<file path="config.mk">
export PLATFORM = sky130hd
export DESIGN_NAME = fetcher
export DESIGN_NICKNAME = d
export VERILOG_FILES = /design/src/rtl/fetcher_pkg.sv /design/src/rtl/fetcher_fetch_queue.sv /design/src/rtl/fetcher.sv
export SDC_FILE = /design/constraint.sdc
export NUM_CORES = 1
export LEC_CHECK = 0
export BUFFER_PORTS_ARGS = -buffer_cell sky130_fd_sc_hd__buf_2
export CORE_MARGIN = 2
export CORE_UTILIZATION = 45
export CTS_BUF_LIST = sky130_fd_sc_hd__clkbuf_8
export DETAILED_ROUTE_END_ITERATION = 8
export SYNTH_ARGS = -nofsm -noshare
export SYNTH_HDL_FRONTEND = slang
export SYNTH_HIERARCHICAL = 1
export SYNTH_SLANG_ARGS = --single-unit
export TNS_END_PERCENT = 100
</file>
<file path="constraint.sdc">
create_clock -name clk_in -period 13.05 [get_ports clk_in]
set_clock_uncertainty 0.05 [all_clocks]
set_input_delay 3.915 -clock clk_in [delete_from_list [all_inputs] [get_ports clk_in]]
set_output_delay 3.915 -clock clk_in [all_outputs]
set_load 0.1 [all_outputs]
</file>
<file path="src/rtl/fetcher_pkg.sv">
// Shared definitions for the instruction fetch stage: opcodes, defaults,
// queue entry layout and the fetch FSM state type.
package fetcher_pkg;

   localparam int          IQ_DEPTH_DEF = 8;
   localparam logic [31:0] RESET_PC_DEF = 32'h0000_0000;

   localparam logic [6:0] OPC_JAL    = 7'b1101111;
   localparam logic [6:0] OPC_BRANCH = 7'b1100011;

   localparam int INST_W    = 32;
   localparam int PC_W      = 32;
   localparam int PRED_W    = 1;
   localparam int PRED_PC_W = 32;

   typedef enum logic {
      ST_REQ  = 1'b0,
      ST_WAIT = 1'b1
   } fetch_state_e;

   typedef struct packed {
      logic [INST_W-1:0]    inst;
      logic [PC_W-1:0]      pc;
      logic [PRED_W-1:0]    pred_taken;
      logic [PRED_PC_W-1:0] pred_pc;
   } iq_entry_t;

endpackage

</file>
<file path="src/rtl/fetcher_fetch_queue.sv">
// In-order instruction queue: circular buffer with a registered head so the
// decoder sees a flop-driven entry; flush empties it in one cycle.
module fetch_queue
   import fetcher_pkg::*;
#(
   parameter int DEPTH = IQ_DEPTH_DEF
) (
   input  logic                       clk_in,
   input  logic                       rst_in,
   input  logic                       flush,
   input  logic                       push,
   input  iq_entry_t                  push_data,
   input  logic                       pop,
   output iq_entry_t                  head,
   output logic                       head_valid,
   output logic [$clog2(DEPTH):0]     count
);

   localparam int AW = $clog2(DEPTH);
   localparam logic [AW:0] CNT_ONE = (AW + 1)'(1);
   localparam logic [AW:0] CNT_ZERO = '0;

   iq_entry_t       mem [DEPTH];
   logic [AW-1:0]   wr_ptr;
   logic [AW-1:0]   rd_ptr;
   logic [AW-1:0]   rd_inc;
   logic            do_pop;

   assign do_pop = pop && (count != CNT_ZERO);
   assign rd_inc = rd_ptr + AW'(1);

   always_ff @(posedge clk_in) begin
      if (push)
         mem[wr_ptr] <= push_data;
   end

   always_ff @(posedge clk_in) begin
      if (rst_in || flush) begin
         wr_ptr     <= '0;
         rd_ptr     <= '0;
         count      <= '0;
         head       <= '0;
         head_valid <= 1'b0;
      end else begin
         if (push)
            wr_ptr <= wr_ptr + AW'(1);
         if (do_pop)
            rd_ptr <= rd_inc;
         if (push && !do_pop)
            count <= count + CNT_ONE;
         else if (!push && do_pop)
            count <= count - CNT_ONE;

         // Head must already hold the next entry when the pop lands, or the
         // incoming push when the queue was (or becomes) empty.
         if (do_pop) begin
            if (count > CNT_ONE) begin
               head       <= mem[rd_inc];
               head_valid <= 1'b1;
            end else if (push) begin
               head       <= push_data;
               head_valid <= 1'b1;
            end else begin
               head_valid <= 1'b0;
            end
         end else if ((count == CNT_ZERO) && push) begin
            head       <= push_data;
            head_valid <= 1'b1;
         end
      end
   end

endmodule

</file>
<file path="src/rtl/fetcher.sv">
// Instruction fetch stage: PC, REQ/WAIT request FSM toward the Cache, and the
// instruction queue. Static predictor enabled by defining FETCH_PREDICT_EN.
module fetcher
   import fetcher_pkg::*;
#(
   parameter int          IQ_DEPTH = IQ_DEPTH_DEF,
   parameter logic [31:0] RESET_PC = RESET_PC_DEF
) (
   input  logic         clk_in,
   input  logic         rst_in,
   input  logic         rdy_in,
   input  logic         rob_clear,
   input  logic [31:0]  clear_pc,
   output logic         need_inst,
   output logic [31:0]  inst_addr,
   input  logic         inst_handle,
   input  logic         inst_ready,
   input  logic [31:0]  inst_out,
   output logic         iq_valid,
   output logic [31:0]  iq_inst,
   output logic [31:0]  iq_pc,
   output logic         iq_pred_taken,
   output logic [31:0]  iq_pred_pc,
   input  logic         dec_pop,
   output fetch_state_e dbg_state
);

   localparam int CW = $clog2(IQ_DEPTH) + 1;
   localparam logic [CW-1:0] DEPTH_CNT = CW'(IQ_DEPTH);

   fetch_state_e  state;
   logic [31:0]   pc;
   logic [31:0]   next_pc;
   logic          pred_taken;
   logic [CW-1:0] count;
   logic          active;
   logic          take_hit;
   logic          issue_miss;
   logic          miss_return;
   logic          push;
   logic          pop;
   logic          flush;
   iq_entry_t     push_data;
   iq_entry_t     head;

   // Valid/ready contract with the Cache: a request is accepted in the cycle
   // need_inst && inst_handle; the reply is the cycle inst_ready is seen
   // (same cycle for a hit, a later cycle in WAIT for a miss).
   assign active      = rdy_in && !rst_in && !rob_clear;
   assign need_inst   = active && (state == ST_REQ) && (count < DEPTH_CNT);
   assign take_hit    = need_inst && inst_handle && inst_ready;
   assign issue_miss  = need_inst && inst_handle && !inst_ready;
   assign miss_return = active && (state == ST_WAIT) && inst_ready;
   assign push        = take_hit || miss_return;
   assign pop         = active && dec_pop;
   assign flush       = rdy_in && rob_clear;
   assign inst_addr   = pc;
   assign dbg_state   = state;

`ifdef FETCH_PREDICT_EN
   logic [31:0] j_imm;
   logic [31:0] b_imm;

   always_comb begin
      j_imm = {{11{inst_out[31]}}, inst_out[31], inst_out[19:12], inst_out[20],
               inst_out[30:21], 1'b0};
      b_imm = {{19{inst_out[31]}}, inst_out[31], inst_out[7], inst_out[30:25],
               inst_out[11:8], 1'b0};
      pred_taken = 1'b0;
      next_pc    = pc + 32'd4;
      if (inst_out[6:0] == OPC_JAL) begin
         pred_taken = 1'b1;
         next_pc    = pc + j_imm;
      end else if ((inst_out[6:0] == OPC_BRANCH) && inst_out[31]) begin
         // Backward branches are assumed to be loop-closing, hence taken.
         pred_taken = 1'b1;
         next_pc    = pc + b_imm;
      end
   end
`else
   always_comb begin
      pred_taken = 1'b0;
      next_pc    = pc + 32'd4;
   end
`endif

   always_comb begin
      push_data            = '0;
      push_data.inst       = inst_out;
      push_data.pc         = pc;
      push_data.pred_taken = pred_taken;
      push_data.pred_pc    = next_pc;
   end

   always_ff @(posedge clk_in) begin
      if (rst_in) begin
         pc    <= RESET_PC;
         state <= ST_REQ;
      end else if (rdy_in) begin
         if (rob_clear) begin
            pc    <= clear_pc;
            state <= ST_REQ;
         end else begin
            case (state)
               ST_REQ: begin
                  if (take_hit)
                     pc <= next_pc;
                  else if (issue_miss)
                     state <= ST_WAIT;
               end
               ST_WAIT: begin
                  if (inst_ready) begin
                     pc    <= next_pc;
                     state <= ST_REQ;
                  end
               end
               default: state <= ST_REQ;
            endcase
         end
      end
   end

   fetch_queue #(
      .DEPTH(IQ_DEPTH)
   ) u_queue (
      .clk_in     (clk_in),
      .rst_in     (rst_in),
      .flush      (flush),
      .push       (push),
      .push_data  (push_data),
      .pop        (pop),
      .head       (head),
      .head_valid (iq_valid),
      .count      (count)
   );

   assign iq_inst       = head.inst;
   assign iq_pc         = head.pc;
   assign iq_pred_taken = head.pred_taken[0];
   assign iq_pred_pc    = head.pred_pc;

endmodule

</file>
; ---- After elaboration in Yosys (flattened, before gate mapping)
; Memories as Yosys holds them, arrays and structs flattened.
; Cells that the tools add are included.
[word_totals]
reg_bits = 141
wordCells = 70
memories = 1
input_bits = 71
mem_bits_rw = 768
[memory_table]
columns = memory, depth, word_bits, rd, rd_ports_with_merged_regs, wr, line_no
row1 = u_queue.mem, 8, 96, 1, 0, 1, fetcher_fetch_queue.sv:23  ; iq_entry_t mem [DEPTH];
[op_classes]
eq_ne = 3
bitwise = 1
order_cmp = 2
addsub = 5
n_reduce_logical = 28
muxes = 20
[ops]
columns = cell, n
row1 = $mux 97, 4
row2 = $mux 32, 3
row3 = $pmux 32 s2, 1
row4 = $add 32x3->32 const B, 1
row5 = $logic_and 1x1->1, 15
row6 = $mux 1, 9
row7 = $mux 4, 2
row8 = $add 3x1->3 const B, 2
row9 = $ne 3x3->1 const B, 2
row10 = $logic_not 1->1, 5
row11 = $add 4x1->4 const B, 1
row12 = $gt 4x1->1 const B, 1
row13 = $logic_not 4->1, 1
row14 = $lt 4x4->1 const B, 1
row15 = $reduce_bool 2->1, 2
row16 = $reduce_bool 4->1, 1
row17 = $sub 4x1->4 const B, 1
row18 = $ne 3x2->1 const B, 1
row19 = $reduce_and 3->1, 1
row20 = $logic_or 1x1->1, 2
row21 = $pmux 1 s2, 1
row22 = $reduce_and 2->1, 1
row23 = $not 1->1, 1

; ---- Depth between registers and ports, before layout
; Gate-level depths: netlist (run 1).
[depth]
ltp_word = 12
depth_mapped = 14
depth_no_buf = 9

; ---- By module
; The synthesis (run 1) kept the hierarchy.
[by_module_without_submodules]
columns = mod, cells_each, n_inst, area_per_inst_um2
row1 = fetch_queue, 1638, 1, 33203.1
row2 = fetcher, 360, 1, 2817.7

; ---- Least setup slack after synthesis (run 1)
; OpenSTA, ideal clock, no wires.
[synth_timing]
path_kind = input to register
start = input rst_in
end = memory u_queue/mem[0][0] (netlist name), enable pin
path_slack_ps = 460
setup_time_ps = 672
t_arrival_ps = 11869
cell_stages = 8
required_ps = 12328
cell_sequence = buf_2 -> and4bb_1 -> o21ai_2 -> buf_2 -> nor2_1 -> clkbuf_1 -> nand2b_1 -> nor3_1
[synth_via]
elab_chain_cells = 10
elab_cells_between_ends = 12
[synth_lines]
columns = element, line_no
row1 = "start, declared", fetcher.sv:10  ; input logic rst_in,
row2 = $logic_not 1->1 *, fetcher.sv:49  ; assign active = rdy_in && !rst_in && !rob_clear;
row3 = $logic_and 1x1->1 * (2 in series), fetcher.sv:49
row4 = $logic_and 1x1->1 (2 in series), fetcher.sv:50  ; assign need_inst = active && (state == ST_REQ) && (count < DEPTH_CNT);
row5 = $logic_and 1x1->1 (2 in series), fetcher.sv:51  ; assign take_hit = need_inst && inst_handle && inst_ready;
row6 = $logic_or 1x1->1 *, fetcher.sv:54  ; assign push = take_hit || miss_return;
row7 = via push, fetcher.sv:40  ; logic push;
row8 = $mux 1 *, fetcher_fetch_queue.sv:33  ; if (push)
row9 = $mux 1 (not written as such) *, fetcher_fetch_queue.sv:34  ; mem[wr_ptr] <= push_data;
row10 = "end, declared", fetcher_fetch_queue.sv:23
; The timed path passes the listed nets; every way through them passes the cells marked *.

; ---- Worst setup path after layout (run 1)
[layout_timing]
start = input rob_clear
end = output need_inst
[layout_via]
elab_chain_cells = 4
[layout_lines]
columns = element, line_no
row1 = "start, declared", fetcher.sv:12  ; input logic rob_clear,
row2 = $logic_not 1->1, fetcher.sv:49
row3 = $logic_and 1x1->1, fetcher.sv:49
row4 = $logic_and 1x1->1 (2 in series), fetcher.sv:50
row5 = "end, declared", fetcher.sv:14  ; output logic need_inst,
; No other way between the ends.

==> run summary, run 1 <==
Cell area after synthesis: 0.03602 mm2
WHS: 0.4103 ns
Proportion of layout cells with a drive suffix above 1: 0.2938
Crit path kind: in2out
Share of flip-flops with an asynchronous set or reset: 0
Run status: finished, final reports clean
Die Width: 286.9 um
Resized Gates After CTS: 0
Clock sinks: 917
Clock H-tree levels: 4
Overall routed net length: 91980 um
Clock Tree Buf Depth: 3
Fin Setup TNS: 0 ns
Starting density of the core: 0.4552
Via/cell ratio: 5.864
Library cell with the highest instance count after synthesis: edfxtp_1
Post-CTS Repair Setup Buffers: 0
Die area: 0.08233 mm2
Warnings from Yosys: 6
Synthesized area divided by synthesized cell count: 18.03 um2
Number of antenna violations at the first check in global routing: 1
Count of standard-cell rows: 103
Req. time, crit path: 9.09 ns
Hold Buf Count CTS: 0
Number of clock buffers inserted by TritonCTS: 155
Synth top area cells: edfxtp_1 65%, mux4_2 12%, dfxtp_1 7.8%
Max-slew headroom at the worst pin: 0.2045
Crit path arrival time: 5.64 ns
Global-route wire length before repair: 136700 um
Part of the Yosys area used for sequential elements: 0.7253
Num ports: 203
Wire per inst: 26.54 um
Most frequent cells after synthesis: 776 x edfxtp_1, 194 x mux4_2, 141 x dfxtp_1
TritonCTS clock tree: yes
Power per cell area: 141.8 mW/mm2
Remaining antenna violation count: 0
Count of input and output buffers: 202
Area of the multi-input gates: 0.008975 mm2
Element type at the critical path end: primary output
Max-capacitance violation count: 0
Clk pin slew, worst setup/hold paths: 0.05 ns
Total of endpoints with negative setup slack in the final report: 0
GRT Util Overall: 0.2258
Non-filler instance count after layout: 3466
Drt first-iter violations: 1960
Largest net degree at the start of global routing: 142
Routability congestion estimate from global placement: 0.8581
Register Area: 0.02613 mm2
Synthesis-to-layout area growth: 14.11%
Time the final worst path needs with I/O delays and setup: 9.605 ns
Number of optimization iterations in the first detailed-route pass: 5
Insertion delay of the later-clocked pin in the worst-skew pair: 0.79 ns
Largest driver fanout on the critical path: 69
Synth Instances: 1998
Cells after DPL: 3176
Count of pins over their slew limit: 0
Total power consumption of the routed design: 5830 uW
Fraction of synthesized cell area taken by the top area cell type: 0.6469
Startpoint kind of the worst setup timing path: input port
Total gr overflow: 0
Total number of vias: 20320
Flip-flop cell with the highest count after synthesis: edfxtp_1
Highest ir drop seen on vdd: 80.64 uV
DRC violations left: 0
Synthesized flop and latch total: 917
Leakage component of the power: 0.01353 uW
Type of the most critical hold path: reg2reg
DIE HEIGHT: 286.9 um
Final net count: 2363
Half-perimeter wire length of the detailed placement result: 48360 um
Ratio of final minimum period to clock period: 0.7360
Slew at the pin closest to its max-slew limit: 1.190 ns
Fmax achieved: 104.1 MHz
RSZ-0062 raised after global routing: no
FILL cells: 6529
Vias in the first global route: 21360
Dominant cell type by area after synthesis: edfxtp_1
Count of distinct cell types in the synthesized netlist: 76
Root buffer cell: clkbuf_8
Count of flip-flops with a built-in enable after synthesis: 776
Endpoints failing hold: 0
Area of the core region: 0.07913 mm2
-- layout make-up --
cell class,instances,area share
inverters,111,0.01014
flip-flops and latches,917,0.6357
well taps,1050,0.03196
diodes,3,0.0001826
multi-input cells,843,0.2183
repair buffers,255,0.03488
clock inverters,120,0.01291
clock buffers,167,0.05592
-- path summary, 6_finish.rpt --
| check | start | endpoint | slack, ns | cells past startpoint |
|---|---|---|---|---|
| worst max-delay path | rob_clear | need_inst | 3.45 | 5 |
| worst min-delay path | u_queue/head[41] | u_queue/head[41] | 0.41 | 2 |
| worst max register to register | u_queue/count[3] | u_queue/mem[1][0] | 9.08 | 8 |
| worst min register to register | u_queue/head[41] | u_queue/head[41] | 0.41 | 2 |
-- critical path, stage by stage --
cell    delay (ns)
buf_2         0.10
buf_4         0.32
or2_2         0.44
nor4_1        0.34
buf_2         0.51
-- state kept, by name (all words and copies together), names as in the netlist --
register and flops:
u_queue/count 4, u_queue/head_valid 1, u_queue/wr_ptr 3, u_queue/head 97
u_queue/mem 776, inst_addr 32, u_queue/rd_ptr 3, dbg_state 1
-- cell usage in the layout, fill, tap and decap left out, types with 6 or more instances in the layout --
master	n
edfxtp_1	776
buf_2	202
mux4_2	194
inv_1	178
clkbuf_8	167
dfxtp_1	140
nor2_1	126
o22ai_1	98
o32ai_1	67
buf_4	51
nand2_1	39
o32ai_2	30
clkinv_1	27
xnor2_1	19
nand3_1	18
nand4_1	14
xor2_1	14
and4_1	13
a21oi_1	13
clkinv_2	13
nor3_1	10
a31oi_1	10
o211ai_1	10
o21ai_0	9
ha_1	9
conb_1	9
and3_1	8
or3_1	7
nand2b_1	7
and2_1	6
nor4_2	6
or2_2	6
mux2i_1	6
inv_6	6
nor2_4	6
-- report_power, final --
part | leakage [uW] | internal [uW] | total, uW | switching (uW)
logic | 0.00361 | 63.4 | 273 | 210
registers | 0.00823 | 3200 | 3230 | 26.7
clock network | 0.00169 | 1180 | 2330 | 1140
-- metal layers --
layer	GRT usage	vias up	wire length, um
met5	0	-	0
met4	0.06315	0	1709
met3	0.04905	122	6310
met2	0.3615	802	44140
met1	0.3142	10710	39830
li1	-	8693	-
-- metrics by stage --
stage,utilization,setup slack (ns),area [um2]
floorplan,-,0.4597,36050
global placement,0.4836,3.528,38270
detailed placement,0.4836,3.490,38270
CTS,0.5194,3.485,41100
global route,0.5194,3.394,41100
finish,0.5195,3.445,41100
-- logic make-up (layout without fill, tap and decap cells) --
family                   after synthesis  count (layout)  share of synthesized area
buffers and inverters                246             653                    0.02956
flip-flops                           917             917                     0.7253
AND/OR/NAND/NOR                      299             299                    0.04370
XOR/XNOR                              34              34                   0.008267
multiplexers                         200             200                     0.1230
adder cells (fa/ha/maj)                9               9                   0.003126
other                                  1              12                  0.0001041
AO/OA/AOI/OAI                        292             292                    0.06701
Power figures use the tool's default switching activity.
==> run 2, diff against run 1 <==
- ABC_AREA: not set -> 1
- clock period: 13.05 -> 9.5 ns (I/O delays scaled with it)
==> run 2 against run 1 <==
Effect of this change: total power grew 39%; largest cell class unchanged; cell count grew 72%; synthesized cell count grew 120%; critical path depth grew 2.
==> run summary, run 2 <==
Max-capacitance violation count: 0 (unchanged)
Total of endpoints with negative setup slack in the final report: 0 (unchanged)
Flip-flop cell with the highest count after synthesis: edfxtp_1 (unchanged)
Run status: finished, final reports clean (unchanged)
R2r endpoint: u_queue/mem[0][4] (was u_queue/mem[1][0])
Root buffer cell: clkbuf_8 (unchanged)
Number of optimization iterations in the first detailed-route pass: 5 (unchanged)
Num ports: 203 (unchanged)
Startpoint kind of the worst setup timing path: input port (unchanged)
Number of antenna violations at the first check in global routing: 4 (was 1)
Reg-to-reg critical path startpoint: dbg_state (was u_queue/count[3])
Power per cell area: 177.3 mW/mm2 (was 141.8 mW/mm2)
Clock Tree Buf Depth: 3 (unchanged)
Half-perimeter wire length of the detailed placement result: 56610 um (was 48360 um)
Starting density of the core: 0.4534 (was 0.4552)
Worst Hold Depth: 2 (unchanged)
Synthesized area divided by synthesized cell count: 9.190 um2 (was 18.03 um2)
Register with the highest flop count: u_queue/mem (unchanged)
Clock sinks: 917 (unchanged)
Largest driver fanout on the critical path: 33 (was 69)
Synthesized flop and latch total: 917 (unchanged)
Global-route wire length before repair: 165500 um (was 136700 um)
Largest net degree at the start of global routing: 201 (was 142)
Wire per inst: 18.15 um (was 26.54 um)
Most common library cell in the layout ignoring fill and taps: nand2_1 (was edfxtp_1)
Slowest library cell on the worst path: inv_2 (was buf_2)
Post-CTS Repair Setup Buffers: 0 (unchanged)
Worst path cell trace: buf_2, inv_2, nand2_2, nor2_4, inv_1, nor3_1, buf_2 (was buf_2, buf_4, or2_2, nor4_1, buf_2)
Routability congestion estimate from global placement: 0.8443 (was 0.8581)
Synth top area cells: edfxtp_1 57%, nand2_1 13%, inv_1 7.7% (was edfxtp_1 65%, mux4_2 12%, dfxtp_1 7.8%)
DIE HEIGHT: 304.9 um (was 286.9 um)
Largest register FFs: 776 (unchanged)
Maximum single-stage delay on the critical path: 0.59 ns (was 0.51 ns)
Power share of the clock group: 0.405 (was 0.399)
Slew at the pin closest to its max-slew limit: 1.170 ns (was 1.190 ns)
Share of flip-flops with an asynchronous set or reset: 0 (unchanged)
Portion of total power attributed to sequential cells: 0.545 (was 0.554)
Register-to-register setup slack: 6.02 ns (was 9.08 ns)
Count of distinct cell types in the synthesized netlist: 35 (was 76)
Time the final worst path needs with I/O delays and setup: 7.756 ns
Count of input and output buffers: 202 (unchanged)
Type of the most critical hold path: reg2reg (unchanged)
Die Width: 304.9 um (was 286.9 um)
Overall routed net length: 108100 um (was 91980 um)
NetSw: 1990 uW (was 1379 uW)
Ratio of final minimum period to clock period: 0.8164
Resized Gates After CTS: 0 (unchanged)
Area of the core region: 0.08987 mm2 (was 0.07913 mm2)
Max-slew headroom at the worst pin: 0.2187 (was 0.2045)
RSZ-0062 raised after global routing: no (unchanged)
Count of pins over their slew limit: 0 (unchanged)
Least setup slack across all paths after layout: 1.744 ns (was 3.445 ns)
Count of standard-cell rows: 110 (was 103)
Internal power contribution: 6142 uW (was 4451 uW)
Clock H-tree levels: 4 (unchanged)
Pre-CTS WS: 1.724 ns (was 3.490 ns)
FILL cells: 8248 (was 6529)
Count of flip-flops with a built-in enable after synthesis: 776 (unchanged)
Library cell with the highest instance count after synthesis: nand2_1 (was edfxtp_1)
Crit path kind: in2out (unchanged)
Proportion of layout cells with a drive suffix above 1: 0.1032 (was 0.2938)
Total gr overflow: 0 (unchanged)
Vias in the first global route: 28640 (was 21360)
Most frequent cells after synthesis: 1449 x nand2_1, 833 x inv_1, 776 x edfxtp_1 (was 776 x edfxtp_1, 194 x mux4_2, 141 x dfxtp_1)
Via/cell ratio: 4.935 (was 5.864)
Drt first-iter violations: 2209 (was 1960)
Synthesis-to-layout area growth: 12.53% (was 14.11%)
Clk pin slew, worst setup/hold paths: 0.06 ns (was 0.05 ns)
Warnings from Yosys: 6 (unchanged)
Insertion delay of the later-clocked pin in the worst-skew pair: 0.79 ns (about the same)
Most used cells in the layout excluding fill and tap cells: 1449 x nand2_1, 908 x inv_1, 776 x edfxtp_1, 616 x nand3_1, 202 x buf_2 (was 776 x edfxtp_1, 202 x buf_2, 194 x mux4_2, 178 x inv_1, 167 x clkbuf_8)
Synth Instances: 4434 (was 1998)
Hold EP: inst_addr[23] (was u_queue/head[41])
Highest ir drop seen on vdd: 113.0 uV (was 80.64 uV)
TritonCTS clock tree: yes (unchanged)
Remaining antenna violation count: 0 (unchanged)
Req. time, crit path: 6.60 ns (was 9.09 ns)
Reg2Reg Depth: 7 (was 8)
Crit path arrival time: 4.86 ns (was 5.64 ns)
Final net count: 4723 (was 2363)
DRC violations left: 0 (unchanged)
Fin Setup TNS: 0 ns (unchanged)
Endpoints failing hold: 0 (unchanged)
Cell occurring most often along the worst timing path: buf_2 (unchanged)
Total number of vias: 29390 (was 20320)
Cell area after synthesis: 0.04075 mm2 (was 0.03602 mm2)
Min-delay src: inst_addr[23] (was u_queue/head[41])
Hold Buf Count CTS: 0 (unchanged)
Dominant cell type by area after synthesis: edfxtp_1 (unchanged)
Fmax achieved: 128.9 MHz
Die area: 0.09297 mm2 (was 0.08233 mm2)
Number of clock buffers inserted by TritonCTS: 159 (was 155)
Register Area: 0.02613 mm2 (unchanged)
Element type at the critical path end: primary output (unchanged)
Comb pwr share: 0.051 (was 0.047)
Fraction of synthesized cell area taken by the top area cell type: 0.5719 (was 0.6469)
Part of the Yosys area used for sequential elements: 0.6411 (was 0.7253)
Fraction of power spent switching nets: 0.2447 (was 0.2366)
Leakage component of the power: 0.02093 uW (was 0.01353 uW)
Area of the multi-input gates: 0.01067 mm2 (was 0.008975 mm2)
GRT Util Overall: 0.2320 (was 0.2258)
-- run 2: cells by family (layout without fill, tap and decap cells) --
family,Yosys count,after routing,share of synthesized area
buffers and inverters,1053,1388,0.1010
xor gates and xnor gates,10,10,0.002149
adders and majority gates,9,9,0.002764
DFF,917,917,0.6411
AOI/OAI and AO/OA,174,174,0.02189
and+or+nand+nor,2270,2270,0.2310
other,1,11,0.00009203
-- run 2: stage by stage --
stage	power, uW	std cells	utilization	instance area, um2	hold WS [ns]
after floorplan	4785	4442	-	40780	0.4177
after global placement	4922	5658	0.4776	42920	0.4110
after detailed placement	4926	5658	0.4776	42920	0.4145
after CTS	8220	5953	0.5101	45850	0.4241
after global routing	8423	5954	0.5101	45850	0.4496
final	8132	5955	0.5102	45850	0.4311
-- run 2: worst max path at each step --
stage                             end  depth (start not counted)  startpoint  slack (ns)
finish                      need_inst                          7   rob_clear        1.74
global route                need_inst                          7   rob_clear        1.58
CTS                         need_inst                          7   rob_clear        1.73
detailed placement          need_inst                          7   rob_clear        1.72
global placement            need_inst                          7   rob_clear        1.78
floorplan           u_queue/mem[0][0]                          7      rst_in        1.05
-- run 2: critical path, delay by kind of cell --
family,cells,cell delay [ns]
buf+inv,4,1.45
simple gates,3,0.52
-- run 2: per-layer routing --
metal / routed length, um / global-route usage / part of all wire / up-vias
met5: 23 / 0 / 0.00021 / -
met4: 3288 / 0.08911 / 0.030 / 4
met3: 6338 / 0.03811 / 0.059 / 217
met2: 51020 / 0.3861 / 0.47 / 834
met1: 47390 / 0.3048 / 0.44 / 13890
li1: - / - / - / 14440
-- run 2: power groups by stage --
stage,combinational [uW],clock (uW),sequential (uW)
after detailed placement,414,0,4510
after global placement,411,0,4510
final,413,3290,4430
after global routing,447,3550,4430
after floorplan,147,0,4640
after CTS,415,3380,4430
-- run 2: layout make-up --
class / instances / share of cell area
flip-flops and latches: 917 / 0.5699
multi-input cells: 2472 / 0.2326
inverters: 836 / 0.06888
clock buffers: 170 / 0.05103
repair buffers: 257 / 0.03269
well taps: 1176 / 0.03209
clock inverters: 125 / 0.01272
diodes: 2 / 0.0001092
==> run 3, diff against run 2 <==
- clock period: 9.5 -> 6.8 ns (I/O delays scaled with it)
==> run 3 against run 2 <==
Effect of this change: flip-flop and latch count is the same; hold slack gained 0.028 ns; via count up 0.11%; non-clock buffer count unchanged; worst setup slack worse by 0.20 ns; core utilization grew 0.24 points; sequential share of layout area is 0.27 points lower; routed wire length grew 0.38%; critical path type unchanged; first-iteration DRC count decreased by 6.7%; cell count fell by 0.15%.
==> run summary, run 3 (same netlist as run 2, synthesis figures left out) <==
R2r endpoint: u_queue/head[57] (was u_queue/mem[0][4])
Num ports: 203 (unchanged)
Family with the most delay on the worst path: buffers and inverters (unchanged)
Clock H-tree levels: 4 (unchanged)
Number of antenna violations at the first check in global routing: 4 (unchanged)
Startpoint kind of the worst setup timing path: input port (unchanged)
Remaining antenna violation count: 0 (unchanged)
Wire per inst: 18.24 um (was 18.15 um)
Synthesis-to-layout area growth: 13.06% (was 12.53%)
Proportion of layout cells with a drive suffix above 1: 0.1047 (was 0.1032)
DRC violations left: 0 (unchanged)
Reg-to-reg critical path startpoint: u_queue/rd_ptr[0] (was dbg_state)
Starting density of the core: 0.4534 (unchanged)
Global-route wire length before repair: 166100 um (was 165500 um)
Reg2Reg Depth: 7 (unchanged)
CP startpoint: rst_in (was rob_clear)
TritonCTS clock tree: yes (unchanged)
Drt first-iter violations: 2061 (was 2209)
Count of input and output buffers: 202 (unchanged)
Count of pins over their slew limit: 0 (unchanged)
Area of the core region: 0.08987 mm2 (unchanged)
Placed Area: 0.04306 mm2 (was 0.04292 mm2)
Endpoint of the most critical setup path: need_inst (unchanged)
GRT Util Overall: 0.2332 (was 0.2320)
Element type at the critical path end: primary output (unchanged)
Final net count: 4721 (was 4723)
Slew at the pin closest to its max-slew limit: 1.174 ns (was 1.170 ns)
Final cell area excluding filler cells: 0.04607 mm2 (was 0.04585 mm2)
Power per cell area: 249.0 mW/mm2 (was 177.3 mW/mm2)
Type of the most critical hold path: reg2reg (unchanged)
Largest register FFs: 776 (unchanged)
Post-CTS Repair Setup Buffers: 0 (unchanged)
Least setup slack across all paths after layout: 1.545 ns (was 1.744 ns)
Cell occurring most often along the worst timing path: buf_2 (unchanged)
Count of standard-cell rows: 110 (unchanged)
Req. time, crit path: 4.71 ns (was 6.60 ns)
Ratio of final minimum period to clock period: 0.7728
DIE HEIGHT: 304.9 um (unchanged)
Slowest library cell on the worst path: buf_2 (was inv_2)
Resized Gates After CTS: 0 (unchanged)
Highest ir drop seen on vdd: 180.6 uV (was 113.0 uV)
Max-capacitance violation count: 0 (unchanged)
Clk pin slew, worst setup/hold paths: 0.06 ns (about the same)
Crit path arrival time: 3.16 ns (was 4.86 ns)
Fmax achieved: 190.3 MHz
Count of buffer and inverter cells on the critical path: 3 (was 4)
Largest driver fanout on the critical path: 10 (was 33)
Time the final worst path needs with I/O delays and setup: 5.255 ns
Die area: 0.09297 mm2 (unchanged)
Hold Buf Count CTS: 0 (unchanged)
Worst path cell trace: buf_2, nor2_4, inv_1, nor3_1, buf_2 (was buf_2, inv_2, nand2_2, nor2_4, inv_1, nor3_1, buf_2)
Utilization after layout: 0.5126 (was 0.5102)
Leakage component of the power: 0.02098 uW (was 0.02093 uW)
Endpoints failing hold: 0 (unchanged)
Run status: finished, final reports clean (unchanged)
Die Width: 304.9 um (unchanged)
Pre-CTS WS: 1.527 ns (was 1.724 ns)
Number of clock buffers inserted by TritonCTS: 157 (was 159)
Vias in the first global route: 28240 (was 28640)
Most common library cell in the layout ignoring fill and taps: nand2_1 (unchanged)
WHS: 0.4595 ns (was 0.4311 ns)
Clock Tree Buf Depth: 3 (unchanged)
Fin Setup TNS: 0 ns (unchanged)
Routability congestion estimate from global placement: 0.8337 (was 0.8443)
Root buffer cell: clkbuf_8 (unchanged)
Max-slew headroom at the worst pin: 0.2173 (was 0.2187)
Most used cells in the layout excluding fill and tap cells: 1449 x nand2_1, 902 x inv_1, 776 x edfxtp_1, 616 x nand3_1, 202 x buf_2 (was 1449 x nand2_1, 908 x inv_1, 776 x edfxtp_1, 616 x nand3_1, 202 x buf_2)
Total of endpoints with negative setup slack in the final report: 0 (unchanged)
Overall routed net length: 108500 um (was 108100 um)
Register with the highest flop count: u_queue/mem (unchanged)
Clock sinks: 917 (unchanged)
Maximum single-stage delay on the critical path: 0.47 ns (was 0.59 ns)
Total number of vias: 29420 (was 29390)
Half-perimeter wire length of the detailed placement result: 55900 um (was 56610 um)
Via/cell ratio: 4.948 (was 4.935)
Register-to-register setup slack: 3.45 ns (was 6.02 ns)
Total gr overflow: 0 (unchanged)
Insertion delay of the later-clocked pin in the worst-skew pair: 0.80 ns (was 0.79 ns)
RSZ-0062 raised after global routing: no (unchanged)
Number of optimization iterations in the first detailed-route pass: 5 (unchanged)
Crit path kind: in2out (unchanged)
Largest net degree at the start of global routing: 166 (was 201)
Worst path depth: 5 (was 7)
## run 3: cell types whose count changed in the layout (fill, tap and decap cells not counted), sizes merged
cell and delta:
bufinv +1, inv -8, clkinvlp -2, clkbuf +13, clkinv -13
## run 3: through the flow
stage | cells | power, uW
floorplan | 4442 | 6685
global placement | 5658 | 6872
detailed placement | 5658 | 6878
CTS | 5944 | 11600
global route | 5946 | 11900
finish | 5946 | 11470
## run 3: final cells by class
cell class,instances,area (um2)
flip-flops and latches,917,26130
diodes,2,5.005
inverters,836,3153
well taps,1176,1471
clock buffers,183,2519
fillers,8192,43810
repair buffers,257,1637
multi-input cells,2472,10670
clock inverters,103,488.0
## run 3: per-layer routing
metal / global-route usage / vias to the layer above / wire [um]
met5: 0 / - / 0
met4: 0.08024 / 0 / 2760
met3: 0.03616 / 205 / 5710
met2: 0.4029 / 766 / 53150
met1: 0.2985 / 14030 / 46850
li1: - / 14420 / -
## run 3: power breakdown
group | switching, uW | total (uW) | leakage, uW | internal (uW)
sequential | 52.7 | 6190 | 0.00826 | 6140
clock | 2220 | 4710 | 0.00180 | 2490
combinational | 455 | 565 | 0.0109 | 110
total | 2730 | 11500 | 0.0210 | 8740
## run 3: worst reg2reg max path: cells and delay by family (launching register included)
kind / cells / cell delay [ns]
buf+inv: 2 / 1.47
flops: 1 / 0.73
fa+ha+maj: 1 / 0.46
simple gates: 3 / 0.40
compound gates: 1 / 0.15
## run 3: worst min-delay path by stage
stage,startpoint,endpoint,slack (ns),depth (start not counted)
floorplan,u_queue/wr_ptr[0],u_queue/wr_ptr[0],0.42,2
global placement,u_queue/wr_ptr[0],u_queue/wr_ptr[0],0.44,2
detailed placement,u_queue/wr_ptr[0],u_queue/wr_ptr[0],0.45,2
CTS,u_queue/wr_ptr[0],u_queue/wr_ptr[0],0.45,2
global route,u_queue/wr_ptr[0],u_queue/wr_ptr[0],0.48,2
finish,u_queue/head[96],u_queue/head[96],0.46,4
